### src/rtl/irq_ctl_pkg.sv
// Shared definitions for the interrupt controller: CSR register offsets
// within the selected page and the layout of the VECTOR read word.
package irq_ctl_pkg;

   localparam logic [3:0] OFF_PENDING = 4'h0;
   localparam logic [3:0] OFF_MASK    = 4'h1;
   localparam logic [3:0] OFF_STATUS  = 4'h2;
   localparam logic [3:0] OFF_VECTOR  = 4'h3;
   localparam logic [3:0] OFF_SOFTSET = 4'h4;

   localparam int VEC_VALID_BIT = 31;
   localparam int VEC_IDX_W     = 5;

endpackage

### src/rtl/irq_prio_enc.sv
// Combinational priority encoder: reports the lowest-numbered set request
// bit. Only instantiated when IRQ_CTL_VECTOR_EN is defined.
module irq_prio_enc
   import irq_ctl_pkg::*;
#(
   parameter int nirq = 8
) (
   input  logic [nirq-1:0]      req,
   output logic                 valid,
   output logic [VEC_IDX_W-1:0] idx
);

   // Scan from the top down so the last hit, the lowest index, wins.
   always_comb begin
      valid = |req;
      idx   = '0;
      for (int i = nirq - 1; i >= 0; i--) begin
         if (req[i]) idx = VEC_IDX_W'(i);
      end
   end

endmodule

### src/rtl/irq_ctl.sv
// Interrupt controller: latches one-cycle interrupt pulses into PENDING,
// gates them with MASK and raises a registered level request to the CPU.
// CSR page selected by csr_a[13:10] == csr_addr, register by csr_a[3:0].
// Build option: define IRQ_CTL_VECTOR_EN to add the VECTOR priority encoder;
// without it VECTOR reads zero.
module irq_ctl
   import irq_ctl_pkg::*;
#(
   parameter logic [3:0] csr_addr = 4'h1,
   parameter int         nirq     = 8
) (
   input  logic            sys_clk,
   input  logic            sys_rst_n,
   input  logic [nirq-1:0] irq_in,
   input  logic [13:0]     csr_a,
   input  logic            csr_we,
   input  logic [31:0]     csr_di,
   output logic [31:0]     csr_do,
   output logic            cpu_irq
);

   logic            csr_sel;
   logic            wr_en;
   logic [3:0]      reg_off;
   logic [nirq-1:0] wr_bits;
   logic [nirq-1:0] pending_q;
   logic [nirq-1:0] pending_d;
   logic [nirq-1:0] mask_q;
   logic [nirq-1:0] mask_d;
   logic [nirq-1:0] status;
   logic [31:0]     vector_word;
   logic [31:0]     rd_data;
   logic            unused_csr;

   assign csr_sel = (csr_a[13:10] == csr_addr);
   assign wr_en   = csr_sel & csr_we;
   assign reg_off = csr_a[3:0];
   assign wr_bits = csr_di[nirq-1:0];
   assign status  = pending_q & mask_q;

   // Address bits between page select and offset, and data bits above nirq,
   // are don't-care.
   assign unused_csr = ^{csr_a[9:4], csr_di};

`ifdef IRQ_CTL_VECTOR_EN
   logic                 vec_valid;
   logic [VEC_IDX_W-1:0] vec_idx;

   irq_prio_enc #(
      .nirq (nirq)
   ) u_prio_enc (
      .req   (status),
      .valid (vec_valid),
      .idx   (vec_idx)
   );

   // Assemble VECTOR: valid flag on top, source index in the low bits.
   always_comb begin
      vector_word                    = '0;
      vector_word[VEC_VALID_BIT]     = vec_valid;
      vector_word[VEC_IDX_W-1:0]     = vec_idx;
   end
`else
   assign vector_word = '0;
`endif

   // Next register values; hardware pulses are ORed in last so a set always
   // beats a same-cycle software clear.
   always_comb begin
      pending_d = pending_q | irq_in;
      mask_d    = mask_q;
      if (wr_en) begin
         case (reg_off)
            OFF_PENDING: pending_d = (pending_q & ~wr_bits) | irq_in;
            OFF_MASK:    mask_d    = wr_bits;
            OFF_SOFTSET: pending_d = pending_q | wr_bits | irq_in;
            default:     ;
         endcase
      end
   end

   // Read mux works from the current register values, so a read during a
   // write to the same register returns the pre-write contents.
   always_comb begin
      rd_data = '0;
      if (csr_sel) begin
         case (reg_off)
            OFF_PENDING: rd_data = 32'(pending_q);
            OFF_MASK:    rd_data = 32'(mask_q);
            OFF_STATUS:  rd_data = 32'(status);
            OFF_VECTOR:  rd_data = vector_word;
            default:     rd_data = '0;
         endcase
      end
   end

   // Register state, read data and the CPU request.
   always_ff @(posedge sys_clk or negedge sys_rst_n) begin
      if (!sys_rst_n) begin
         pending_q <= '0;
         mask_q    <= '0;
         csr_do    <= '0;
         cpu_irq   <= 1'b0;
      end else begin
         pending_q <= pending_d;
         mask_q    <= mask_d;
         csr_do    <= rd_data;
         cpu_irq   <= |status;
      end
   end

endmodule

### config.mk
export PLATFORM = sky130hd
export DESIGN_NAME = irq_ctl
export DESIGN_NICKNAME = d
export VERILOG_FILES = /design/src/rtl/irq_ctl_pkg.sv /design/src/rtl/irq_prio_enc.sv /design/src/rtl/irq_ctl.sv
export SDC_FILE = /design/constraint.sdc
export NUM_CORES = 1
export LEC_CHECK = 0
export BUFFER_PORTS_ARGS = -buffer_cell sky130_fd_sc_hd__buf_4
export CORE_MARGIN = 4
export CORE_UTILIZATION = 38
export DETAILED_ROUTE_END_ITERATION = 6
export GPL_TIMING_DRIVEN = 1
export HOLD_SLACK_MARGIN = 0.12
export MAX_ROUTING_LAYER = met4
export PLACE_DENSITY_LB_ADDON = 0.3
export SLEW_MARGIN = 5
export SYNTH_ARGS = -nofsm -noshare
export SYNTH_HDL_FRONTEND = slang
export SYNTH_HIERARCHICAL = 1
export SYNTH_SLANG_ARGS = --single-unit
### constraint.sdc
create_clock -name sys_clk -period 1 [get_ports sys_clk]
set_clock_uncertainty 0.15 [all_clocks]
set_input_delay 0.15 -clock sys_clk [delete_from_list [all_inputs] [get_ports sys_clk]]
set_output_delay 0.15 -clock sys_clk [all_outputs]
set_load 0.01 [all_outputs]
=== Word level (Yosys, flattened, before mapping) ===
Cells that the tools add are included.

* Bits in registers: 49
* Logic and storage cells: 23
* Bits of input ports: 57

* Reductions and logical operators: 3
* Multiplexer cells: 4
* Bitwise gates (word level): 8
* Equality and inequality tests: 4

{| class="wikitable"
|+ Operators with widths
! cell !! number
|-
| bitwise OR 8 bit || 4
|-
| one-hot mux 8 bit (3 select lines) || 1
|-
| bitwise AND 8 bit || 2
|-
| 2-to-1 mux 8 bit || 2
|-
| one-hot mux 8 bit (2 select lines) || 1
|-
| equality test 4 x 1 -> 1 bit (second input constant) || 2
|-
| inverter 8 bit || 1
|-
| OR reduction 8 bit || 1
|-
| equality test 4 x 2 -> 1 bit (second input constant) || 1
|-
| equality test 4 x 3 -> 1 bit (second input constant) || 1
|-
| zero test 4 bit || 1
|-
| AND reduction 2 bit || 1
|-
| bitwise AND 1 bit || 1
|}

=== Depth between registers and ports, before layout ===
* Depth after elaboration: 5
* Depth in mapped cells: 6
* Mapped depth without buffers: 3

=== Worst setup path before layout ===
Ideal clock, no wire load.

* Path kind: input -> register
* Start: input port csr_a[2]
* End: register mask_q[0]
* Setup time: 0.127 ns
* Arrival: 1.218 ns
* Data required time: 0.723 ns
* Path slack: -0.496 ns
* Stages on the path: 5
* Cell sequence: buf_2 nor4_2 and4b_1 buf_4 mux2_1

* Cells in the longest elaborated chain, start to end: 2

{| class="wikitable"
|+ Ends and longest elaborated chain
! element !! line !! RTL
|-
| start: declaration || irq_ctl.sv:15 || <nowiki>input logic [13:0] csr_a,</nowiki>
|-
| equality test 4 x 1 -> 1 bit || irq_ctl.sv:73 || <nowiki>case (reg_off)</nowiki>
|-
| AND reduction 2 bit (no line) || n/a ||
|-
| end signal: assignment || irq_ctl.sv:106 || <nowiki>mask_q <= mask_d;</nowiki>
|-
| end: declaration || irq_ctl.sv:28 || <nowiki>logic [nirq-1:0] mask_q;</nowiki>
|}

Every way passes these cells.
A chain may end at the register's enable or synchronous reset.

=== Worst setup path in the final report ===
Ends and elaborated chain as after synthesis.

==> impl_metrics.ini <==
[status]
outcome = complete, but fails checks
violations = negative hold slack, negative setup slack

[final_layout]
drive_gt1_share_pct = 38.20
mostFrequentLayoutCell = buf_4
final_cells = 224
area_growth_pct = 34.60
final_cell_mix = buf_4 (31), dfrtp_1 (25), conb_1 (24)
fillers = 306
fin_nets = 236
num_antenna_cells = 0

[clocking]
cts_max_level = 1
cts_sinks = 25
cts_made_buffers = 3
cts_root_buf = clkbuf_8
postCtsHoldBufs = 1
clk_pin_slew_worst_paths_ns = 0.09
cts_tree = yes
clock_latency_ns = 0.26
cts_buffer_depth = 2

[critical_path]
critical_path_class = input port to flip-flop
crit_path_end_kind = flip-flop
cp_slowest_stage_delay_ns = 0.30
cp_slowest_cell = mux2_4
crit_path_cell_trace = buf_6 > nor4_4 > and4b_1 > buf_12 > mux2_4
start_kind = input port
critPathRequiredTime_ns = 1.00
cp_max_fo = 8
crit_arrival_ns = 1.24

[placed_design]
hpwl_um = 2291
port_buffers = 35
gp_congestion = 0.7748
dpl.cell_count = 215
post-place-ws_ns = -0.5609

[global_routing]
grt_pass1_vias = 1058
antenna_found_initial = 0
overflow = 0
grt_max_degree = 26
grt_pass1_wl_um = 5147
globalRouteTotalUtil_pct = 13.56

[floorplan]
ioPinCount = 90
die_w_um = 69.08
std_cell_rows = 21
floorplan.initialDensity_pct = 40.87
dieArea_sq_mm = 0.004772
dieHeight_um = 69.08
core_sq_mm = 0.003468

[routing]
drc = 0
vias = 1055
drt_iter0_drc = 84
wirelength_um = 3168
wire_per_inst_um = 14.14
dr.pass1.iters = 4
ant_nets = 0
post_drt_via_cell_ratio = 4.710

[logic_synthesis]
syn_avg_cell_area_sq_um = 10.82
yosysWarnings = 6
netlist_area_sq_mm = 0.001418
synth_seq_cells = 25
ys_types = 22
ys_seq_area_share_pct = 44.13
syn-instance-count = 131

[sta]
fin_crit_sh_pct = 123.8
rsz0062_at_grt = yes
fin_hold_ws_ns = -0.06667
drv_slew = 0
hold_viol = 15
period_minus_slack_ns = 1.238
finalSetupViolations = 33
fin_tns_setup_ns = -3.567
max_freq_ghz = 0.8077
worst_slack_ns = -0.2381

[pwr]
power_density_mw_per_mm2 = 1073
p_total_uw = 2047
ir_drop_v = 0.0004484
leakage_uw = 0.0009583

[min_path]
min-delay-path-class = input port to flip-flop

[job]
cap_violations = 0
layer usage:
| layer | part of all wire [%] | up-vias | track usage [%] |
|---|---|---|---|
| li1 | - | 518 | - |
| met1 | 43 | 497 | 16.44 |
| met2 | 50 | 38 | 23.20 |
| met3 | 6.2 | 2 | 3.052 |
| met4 | 0.38 | 0 | 2.603 |
| met5 | 0 | - | - |
state kept, by name (all words and copies together), names as in the netlist:
signal and count:
csr_do 8, mask_q 8, pending_q 8, cpu_irq 1
critical path: cells and delay by family:
| family | cells | cell delay [ns] |
|---|---|---|
| buf+inv | 2 | 0.25 |
| simple gates | 2 | 0.54 |
| mux | 1 | 0.30 |
worst paths after layout:
check / startpoint / to / slack (ns) / depth (start not counted)
setup / recovery: csr_a[2] / mask_q[0]$_DFFE_PN0P_ / -0.24 / 5
hold / removal: irq_in[6] / pending_q[6]$_DFF_PN0_ / -0.07 / 2
setup reg to reg: mask_q[0]$_DFFE_PN0P_ / cpu_irq$_DFF_PN0_ / -0.08 / 3
hold reg to reg: mask_q[1]$_DFFE_PN0P_ / mask_q[1]$_DFFE_PN0P_ / 0.40 / 1
max in group asynchronous: sys_rst_n / mask_q[1]$_DFFE_PN0P_ / 0.28 / 2
min in group asynchronous: sys_rst_n / csr_do[3]$_DFF_PN0_ / 0.17 / 2
report_power, final:
group | internal, uW | switching [uW]
Combinational | 208 | 189
Clock | 278 | 316
Sequential | 1040 | 18.0
cell families after synthesis:
| group | count (synthesis) | synth area share [%] |
|---|---|---|
| and+or+nand+nor | 26 | 11.12 |
| buffers and inverters | 39 | 18.36 |
| AOI/OAI and AO/OA | 24 | 14.12 |
| other | 1 | 0.2645 |
| DFF | 25 | 44.13 |
| muxes | 16 | 12.00 |
per-stage QoR:
| step | utilization, % | instance area (sq um) |
|---|---|---|
| floorplan | - | 1575 |
| global placement | 49.89 | 1730 |
| detailed placement | 49.89 | 1730 |
| CTS | 53.93 | 1871 |
| global route | 55.01 | 1908 |
| finish | 55.01 | 1908 |
timing repair:
action | 4_1_cts | 5_1_grt
gates cloned | 1 | 1
hold endpoints to repair | 45 | 16
pin swaps | 10 | 5
endpoints found under the setup margin | 31 | 34
gates resized for setup | 17 | 9
buffers inserted | 2 | 0
cell usage after synthesis:
| master | instances | area (sq um) |
|---|---|---|
| a311o_1 | 8 | 80.08 |
| and3b_1 | 1 | 8.760 |
| nor4_4 | 1 | 21.27 |
| buf_2 | 4 | 20.02 |
| mux2_1 | 8 | 90.09 |
| nor4bb_1 | 1 | 10.01 |
| and4b_1 | 1 | 10.01 |
| nor4_2 | 1 | 12.51 |
| nand3b_1 | 1 | 7.510 |
| buf_4 | 25 | 187.7 |
| buf_6 | 2 | 22.52 |
| a31oi_1 | 8 | 50.05 |
| o22a_1 | 8 | 70.07 |
| and4_1 | 1 | 8.760 |
| and2_1 | 1 | 6.260 |
| inv_1 | 8 | 30.03 |
| nand2_1 | 9 | 33.78 |
| nor2_1 | 8 | 30.03 |
| dfrtp_1 | 25 | 625.6 |
| nand4b_1 | 1 | 8.760 |
| mux2i_1 | 8 | 80.08 |
| conb_1 | 1 | 3.750 |
layout make-up:
cell class                      instances  area, sq um  area share, %
Inverter                                8        30.03          1.574
Multi-Input combinational cell         90        679.4          35.61
Sequential cell                        25        625.6          32.79
Clock buffer                            3        41.29          2.164
Timing Repair Buffer                   51        469.2          24.59
Tap cell                               46        57.56          3.016
Clock inverter                          1        5.005         0.2623
(Power assumes the default switching activity.)
